<file path="src/rtl/muldiv_unit_if.sv">
// Handshake/operand bundle between the decode stage (master) and muldiv_unit (slave).
interface muldiv_unit_if #(
    parameter int WIDTH = 32
);
    logic             start;
    logic [2:0]       opcode;
    logic [WIDTH-1:0] left;
    logic [WIDTH-1:0] right;
    logic             ready;
    logic             busy;
    logic             done;
    logic [WIDTH-1:0] result;

    modport master (
        output start, opcode, left, right,
        input  ready, busy, done, result
    );

    modport slave (
        input  start, opcode, left, right,
        output ready, busy, done, result
    );
endinterface

</file>
<file path="src/rtl/muldiv_unit.sv">
// Iterative RV32M-style multiply/divide, one result bit per cycle (shift-add / restoring divide).
// Define MULDIV_EARLY_OUT_EN to skip iteration for divide-by-zero, signed overflow and zero multiply operands.
module muldiv_unit #(
    parameter int WIDTH = 32,
    parameter int CNT_W = $clog2(WIDTH) + 1
) (
    input  logic         clk,
    input  logic         rst_n,
    muldiv_unit_if.slave bus
);
    typedef enum logic [1:0] {S_IDLE, S_CALC, S_FIN, S_DONE} state_e;

    localparam logic [2:0] OP_MUL    = 3'b000;
    localparam logic [2:0] OP_MULH   = 3'b001;
    localparam logic [2:0] OP_MULHSU = 3'b010;
    localparam logic [2:0] OP_DIV    = 3'b100;
    localparam logic [2:0] OP_REM    = 3'b110;
    localparam logic [WIDTH-1:0] MOST_NEG = {1'b1, {(WIDTH-1){1'b0}}};

    state_e             state_q, state_d;
    logic [CNT_W-1:0]   cnt_q, cnt_d;
    logic [2:0]         op_q, op_d;
    logic [2*WIDTH-1:0] acc_q, acc_d;
    logic [WIDTH-1:0]   mcand_q, mcand_d;
    logic [WIDTH-1:0]   left_q, left_d;
    logic [WIDTH-1:0]   result_q, result_d;
    logic               neg_q, neg_d;
    logic               div0_q, div0_d;
    logic               ovf_q, ovf_d;
    logic               mzero_q, mzero_d;

    // Decode of the operands presented with start.
    logic             is_div, l_sgn, r_sgn, l_neg, r_neg;
    logic [WIDTH-1:0] abs_l, abs_r;
    logic             in_div0, in_ovf, in_mzero, accept;

    always_comb begin
        is_div   = bus.opcode[2];
        l_sgn    = (bus.opcode == OP_MULH) | (bus.opcode == OP_MULHSU) |
                   (bus.opcode == OP_DIV)  | (bus.opcode == OP_REM);
        r_sgn    = (bus.opcode == OP_MULH) | (bus.opcode == OP_DIV) | (bus.opcode == OP_REM);
        l_neg    = l_sgn & bus.left[WIDTH-1];
        r_neg    = r_sgn & bus.right[WIDTH-1];
        abs_l    = l_neg ? -bus.left  : bus.left;
        abs_r    = r_neg ? -bus.right : bus.right;
        in_div0  = is_div & (bus.right == '0);
        in_ovf   = is_div & l_sgn & (bus.left == MOST_NEG) & (bus.right == '1);
        in_mzero = !is_div & ((bus.left == '0) | (bus.right == '0));
    end

    // Iteration datapath. acc holds {partial product, multiplier} for mul
    // and {partial remainder, dividend/quotient} for div.
    logic [WIDTH:0] mul_sum, div_trial, div_diff;

    always_comb begin
        mul_sum   = {1'b0, acc_q[2*WIDTH-1:WIDTH]} + (acc_q[0] ? {1'b0, mcand_q} : '0);
        div_trial = {acc_q[2*WIDTH-1:WIDTH], acc_q[WIDTH-1]};
        div_diff  = div_trial - {1'b0, mcand_q};
    end

    // Final sign correction and half selection.
    logic [2*WIDTH-1:0] prod_fix;
    logic [WIDTH-1:0]   div_base, fin_res;

    always_comb begin
        prod_fix = neg_q ? -acc_q : acc_q;
        div_base = op_q[1] ? acc_q[2*WIDTH-1:WIDTH] : acc_q[WIDTH-1:0];
        fin_res  = '0;
        if (op_q[2]) begin
            if (div0_q)
                fin_res = op_q[1] ? left_q : '1;
            else if (ovf_q)
                fin_res = op_q[1] ? '0 : MOST_NEG;
            else
                fin_res = neg_q ? -div_base : div_base;
        end else if (!mzero_q) begin
            fin_res = (op_q == OP_MUL) ? prod_fix[WIDTH-1:0] : prod_fix[2*WIDTH-1:WIDTH];
        end
    end

    always_comb begin
        state_d  = state_q;
        cnt_d    = cnt_q;
        op_d     = op_q;
        acc_d    = acc_q;
        mcand_d  = mcand_q;
        left_d   = left_q;
        result_d = result_q;
        neg_d    = neg_q;
        div0_d   = div0_q;
        ovf_d    = ovf_q;
        mzero_d  = mzero_q;
        accept   = 1'b0;

        case (state_q)
            S_IDLE, S_DONE: begin
                accept  = bus.start;
                state_d = S_IDLE;
            end
            S_CALC: begin
                cnt_d = cnt_q - CNT_W'(1);
                if (op_q[2])
                    acc_d = div_diff[WIDTH] ? {div_trial[WIDTH-1:0], acc_q[WIDTH-2:0], 1'b0}
                                            : {div_diff[WIDTH-1:0],  acc_q[WIDTH-2:0], 1'b1};
                else
                    acc_d = {mul_sum, acc_q[WIDTH-1:1]};
                if (cnt_q == CNT_W'(1))
                    state_d = S_FIN;
            end
            S_FIN: begin
                result_d = fin_res;
                state_d  = S_DONE;
            end
            default: state_d = S_IDLE;
        endcase

        if (accept) begin
            op_d    = bus.opcode;
            left_d  = bus.left;
            mcand_d = is_div ? abs_r : abs_l;
            acc_d   = {{WIDTH{1'b0}}, (is_div ? abs_l : abs_r)};
            // Remainder follows the dividend; everything else follows the operand signs.
            neg_d   = (is_div & bus.opcode[1]) ? l_neg : (l_neg ^ r_neg);
            div0_d  = in_div0;
            ovf_d   = in_ovf;
            mzero_d = in_mzero;
            cnt_d   = CNT_W'(WIDTH);
            state_d = S_CALC;
`ifdef MULDIV_EARLY_OUT_EN
            if (in_div0 | in_ovf | in_mzero)
                state_d = S_FIN;
`endif
        end
    end

    always_ff @(posedge clk) begin
        if (!rst_n) begin
            state_q  <= S_IDLE;
            cnt_q    <= '0;
            op_q     <= '0;
            acc_q    <= '0;
            mcand_q  <= '0;
            left_q   <= '0;
            result_q <= '0;
            neg_q    <= 1'b0;
            div0_q   <= 1'b0;
            ovf_q    <= 1'b0;
            mzero_q  <= 1'b0;
        end else begin
            state_q  <= state_d;
            cnt_q    <= cnt_d;
            op_q     <= op_d;
            acc_q    <= acc_d;
            mcand_q  <= mcand_d;
            left_q   <= left_d;
            result_q <= result_d;
            neg_q    <= neg_d;
            div0_q   <= div0_d;
            ovf_q    <= ovf_d;
            mzero_q  <= mzero_d;
        end
    end

    assign bus.ready  = (state_q == S_IDLE) | (state_q == S_DONE);
    assign bus.busy   = (state_q == S_CALC) | (state_q == S_FIN);
    assign bus.done   = (state_q == S_DONE);
    assign bus.result = result_q;
endmodule

</file>
<file path="src/flat_wrapper.sv">
// flat-port wrapper written by rule: the top's interface ports become plain ports
module muldiv_unit_flat 
#(
    parameter int WIDTH = 32,
    parameter int CNT_W = $clog2(WIDTH) + 1
)
  (clk, rst_n, bus_start, bus_opcode, bus_left, bus_right, bus_ready, bus_busy, bus_done, bus_result);
  muldiv_unit_if #(.WIDTH(WIDTH)) bus_i ();
  input  logic clk;
  input  logic rst_n;
  input wire logic [$bits(bus_i.start)-1:0] bus_start;
  input wire logic [$bits(bus_i.opcode)-1:0] bus_opcode;
  input wire logic [$bits(bus_i.left)-1:0] bus_left;
  input wire logic [$bits(bus_i.right)-1:0] bus_right;
  output wire logic [$bits(bus_i.ready)-1:0] bus_ready;
  output wire logic [$bits(bus_i.busy)-1:0] bus_busy;
  output wire logic [$bits(bus_i.done)-1:0] bus_done;
  output wire logic [$bits(bus_i.result)-1:0] bus_result;
  assign bus_i.start = bus_start;
  assign bus_i.opcode = bus_opcode;
  assign bus_i.left = bus_left;
  assign bus_i.right = bus_right;
  assign bus_ready = bus_i.ready;
  assign bus_busy = bus_i.busy;
  assign bus_done = bus_i.done;
  assign bus_result = bus_i.result;
  muldiv_unit #(.WIDTH(WIDTH), .CNT_W(CNT_W)) u_core (.clk(clk), .rst_n(rst_n), .bus(bus_i));
endmodule
</file>
<file path="config.mk">
export PLATFORM = sky130hd
export DESIGN_NAME = muldiv_unit_flat
export DESIGN_NICKNAME = d
export VERILOG_FILES = /design/src/rtl/muldiv_unit_if.sv /design/src/rtl/muldiv_unit.sv /design/src/flat_wrapper.sv
export SDC_FILE = /design/constraint.sdc
export NUM_CORES = 1
export LEC_CHECK = 0
export CORE_UTILIZATION = 45
export CTS_CLUSTER_SIZE = 24
export DETAILED_ROUTE_END_ITERATION = 8
export GPL_TIMING_DRIVEN = 0
export SLEW_MARGIN = 10
export SYNTH_ARGS = -nofsm -noshare
export SYNTH_HDL_FRONTEND = slang
export SYNTH_SLANG_ARGS = --single-unit
export TNS_END_PERCENT = 1
</file>
<file path="constraint.sdc">
create_clock -name clk -period 8.4 [get_ports clk]
set_input_delay 1.68 -clock clk [delete_from_list [all_inputs] [get_ports clk]]
set_output_delay 1.68 -clock clk [all_outputs]
set_load 0.02 [all_outputs]
</file>
==> metrics.md <==
| Metric | Value |
|---|---|
| Synth top area share | `roughly a fifth` |
| First-pass GRT wire length | `112 mm` |
| GRT Overall Usage | `between 30% and 40%` |
| Synth Flop Type | `dfxtp_1` |
| Final setup TNS | `0 ns` |
| Final Net Count | `roughly 2600` |
| F_max | `~140 MHz` |
| Gr ovfl total | `0` |
| Post-DR wirelength/cell | `about 26 um` |
| Die span in x | `195 um` |
| Crit-path max FO | `10` |
| Detailed Route WL | `76.2 mm` |
| Pwr/cell area | `around 270 mW/mm^2` |
| Die height | `slightly below 200 um` |
| Vias in the first global route | `about 17000` |
| Antenna violations before repair | `1` |
| Pre-antenna DRT Iters | `5` |
| Status | `finished clean` |
| Hold Buf Count CTS | `0` |
| Register bit total from synthesis | `roughly 180` |
| H-Tree Depth | `4` |
| Count of final hold-check violations | `0` |
| CP startpoint kind | `flop` |
| Sequential fraction of the synthesis area | `21.0%` |
| Pin count of the biggest net entering global routing | `17` |
| RSZ-0062 raised after global routing | `false` |
| Yosys warnings | `0` |
| CTS tree | `done` |
| Hpwl dp | `61.1 mm` |
| Post-route DRC violation count | `0` |
| Final period util | `83.5%` |
| Setup Viol. Count Final | `0` |
| Max transition margin | `17.3%` |
| Gpl congestion | `1.04` |
| Clk slew on worst S/H paths | `approximately 0.07 ns` |
| Input/output buffers | `approximately 100` |
| Ports | `between 100 and 150` |
| Remaining antenna violation count | `0` |
| Root buffer cell | `clkbuf_16` |
| Crit path required time | `roughly 8.8 ns` |
| Final max-slew violation count | `0` |
| Vias | `18245` |
| Max Buffers Root-to-Sink | `2` |
| Async S/R FF share, synth | `0%` |
| Netlist Area Pre-Place | `0.0167 mm^2` |
| Post-synth top area cell | `dfxtp_1` |
| Worst setup path category | `flop to flop` |
| Initial DRC count | `around 1800` |
| Core Area | `between 0.03 and 0.04 mm^2` |
| Share of cells above drive strength 1 | `just over 4%` |
| CP Data Arrival Time | `roughly 7.4 ns` |
| Skew final | `between 0.009 and 0.01 ns` |
| Site Rows | `70` |
| Initial Util | `between 40% and 50%` |
| Worst min path class | `flop to flop` |
| Slew @ Worst Pin | `1.24 ns` |
| Post-synth EDFFs | `0` |
| Area contributors post-synth | `dfxtp_1, xnor2_1, nand2_1` |
| Fin cells | `between 2000 and 3000` |
| Post-Syn Nets | `approximately 2400` |
| CP Capture Type | `flop` |
| VDD IR max | `about 0.17 mV` |
| LEAKAGE | `7.05 nW` |
| Cells after Synth | `2292` |
| Synth unique cells | `87` |
| Vias per cell | `6.30` |
| Post-CTS setup buffer count | `0` |
| Clock Sinks | `between 150 and 200` |
| Most frequent cells after synthesis | `nand2_1, o21ai_0, a21oi_1` |
| Num CTS Buffers | `17` |
| Post-CTS resize count | `0` |
| Die footprint | `0.0379 mm^2` |
| Post-placement cell count | `~2900` |
| Skew-Pair Late Insertion Delay | `approximately 0.47 ns` |
| Post-layout min period | `between 7 and 8 ns` |
| Max cap viols | `0` |
| Layout area overhead | `13.2%` |
| Most frequent cell after synthesis | `nand2_1` |
| Synthesized area per cell | `between 7 and 8 um^2` |
[final cells by class]
class / instances / area (um^2)
Antenna cell: 1 / 2.50
Buffer: 184 / 902
Clock buffer: 20 / 457
Clock inverter: 12 / 125
Fill cell: 3728 / 17700
Inverter: 74 / 278
Multi-Input combinational cell: 1859 / 12000
Sequential cell: 175 / 3500
Tap cell: 468 / 586
Timing Repair Buffer: 104 / 1040
[power breakdown]
part / internal, W / switching, W
Combinational: 0.00107 / 0.00198
Clock: 0.000432 / 0.000407
Sequential: 0.000989 / 0.000178
Total: 0.00249 / 0.00257
[per-stage QoR]
step | worst slack (ns) | power [W] | hold WS (ns) | util [%] | cell area (um^2)
detailed placement | 1.71 | 0.00414 | 0.451 | 50.1 | 18300
CTS | 1.66 | 0.00498 | 0.462 | 51.7 | 18900
floorplan | 4.18 | 0.00309 | 0.434 | - | 16700
global route | 1.22 | 0.00531 | 0.487 | 51.7 | 18900
global placement | 1.69 | 0.00413 | 0.452 | 50.0 | 18300
finish | 1.39 | 0.00506 | 0.463 | 51.7 | 18900
[worst max-delay path, stage by stage (launching register included)]
cell and delay (ns):
dfxtp_1 0.31, clkbuf_1 0.35, clkbuf_1 0.54, buf_2 0.39, clkbuf_1 0.65, clkbuf_1 0.69
buf_1 0.98, mux2i_1 0.42, ha_1 0.23, o21ai_0 0.26, nor3_1 0.50, nand2b_1 0.21
nor2_1 0.23, o211ai_1 0.25, o41ai_1 0.42, xor2_1 0.14, a221oi_2 0.26, nor2_1 0.08
[per-layer routing]
metal	vias to the layer above	share of wire [%]	GRT usage (%)
li1	8529	-	-
met1	8654	42	50.9
met2	875	46	65.2
met3	185	7.9	5.92
met4	2	5.0	20.5
met5	-	0.013	0
[path summary, 6_finish.rpt]
| path | from | end | slack, ns | depth (start not counted) |
|---|---|---|---|---|
| setup / recovery | u_core.op_q[1] | u_core.bus.result[28] | 1.39 | 17 |
| hold / removal | u_core.mcand_q[30] | u_core.mcand_q[30] | 0.46 | 2 |
| setup reg to reg | u_core.op_q[1] | u_core.bus.result[28] | 1.39 | 17 |
| hold reg to reg | u_core.mcand_q[30] | u_core.mcand_q[30] | 0.46 | 2 |
[kinds of logic (layout without fill, tap and decap cells)]
kind of cell	count (synthesis)	after routing	share of synthesized area, %
AO/OA/AOI/OAI	789	789	30.5
AND/OR/NAND/NOR	713	713	20.3
buffers and inverters	258	394	7.06
XOR/XNOR	197	197	10.3
flip-flops	175	175	21.0
multiplexers	83	83	5.03
adder cells (fa/ha/maj)	77	77	5.86
other	0	1	0
[state kept, by name, summed over array words and instances (netlist names)]
signal and cells:
u_core.acc_q 64, u_core.bus.result 32, u_core.cnt_q 6, u_core.div0_q 1, u_core.left_q 32, u_core.mcand_q 32
u_core.mzero_q 1, u_core.neg_q 1, u_core.op_q 3, u_core.ovf_q 1, u_core.state_q 2
[cells in the final DEF (no fill, tap or decap), types with 8 or more instances in the layout]
cell type	count
clkdlybuf4s50_1	103
nand2b_1	18
a21boi_0	68
xor2_1	76
mux2i_1	76
or3_1	14
nor2_1	177
o211ai_1	68
xnor2_1	121
nand4_1	19
inv_1	73
and2_1	25
o221ai_1	13
ha_1	75
clkbuf_8	11
o22ai_1	14
nor2b_1	21
a21oi_1	182
nand3_1	38
o31a_1	8
o21ai_0	198
a21o_1	46
buf_6	10
and3_1	15
dfxtp_1	175
clkbuf_16	17
a211o_1	10
o41ai_1	13
a211oi_1	24
o31ai_1	40
buf_1	29
a31oi_1	29
clkbuf_1	126
or4_1	10
nand2_1	270
nor4_1	18
nor3_1	44
(Power assumes the default switching activity.)
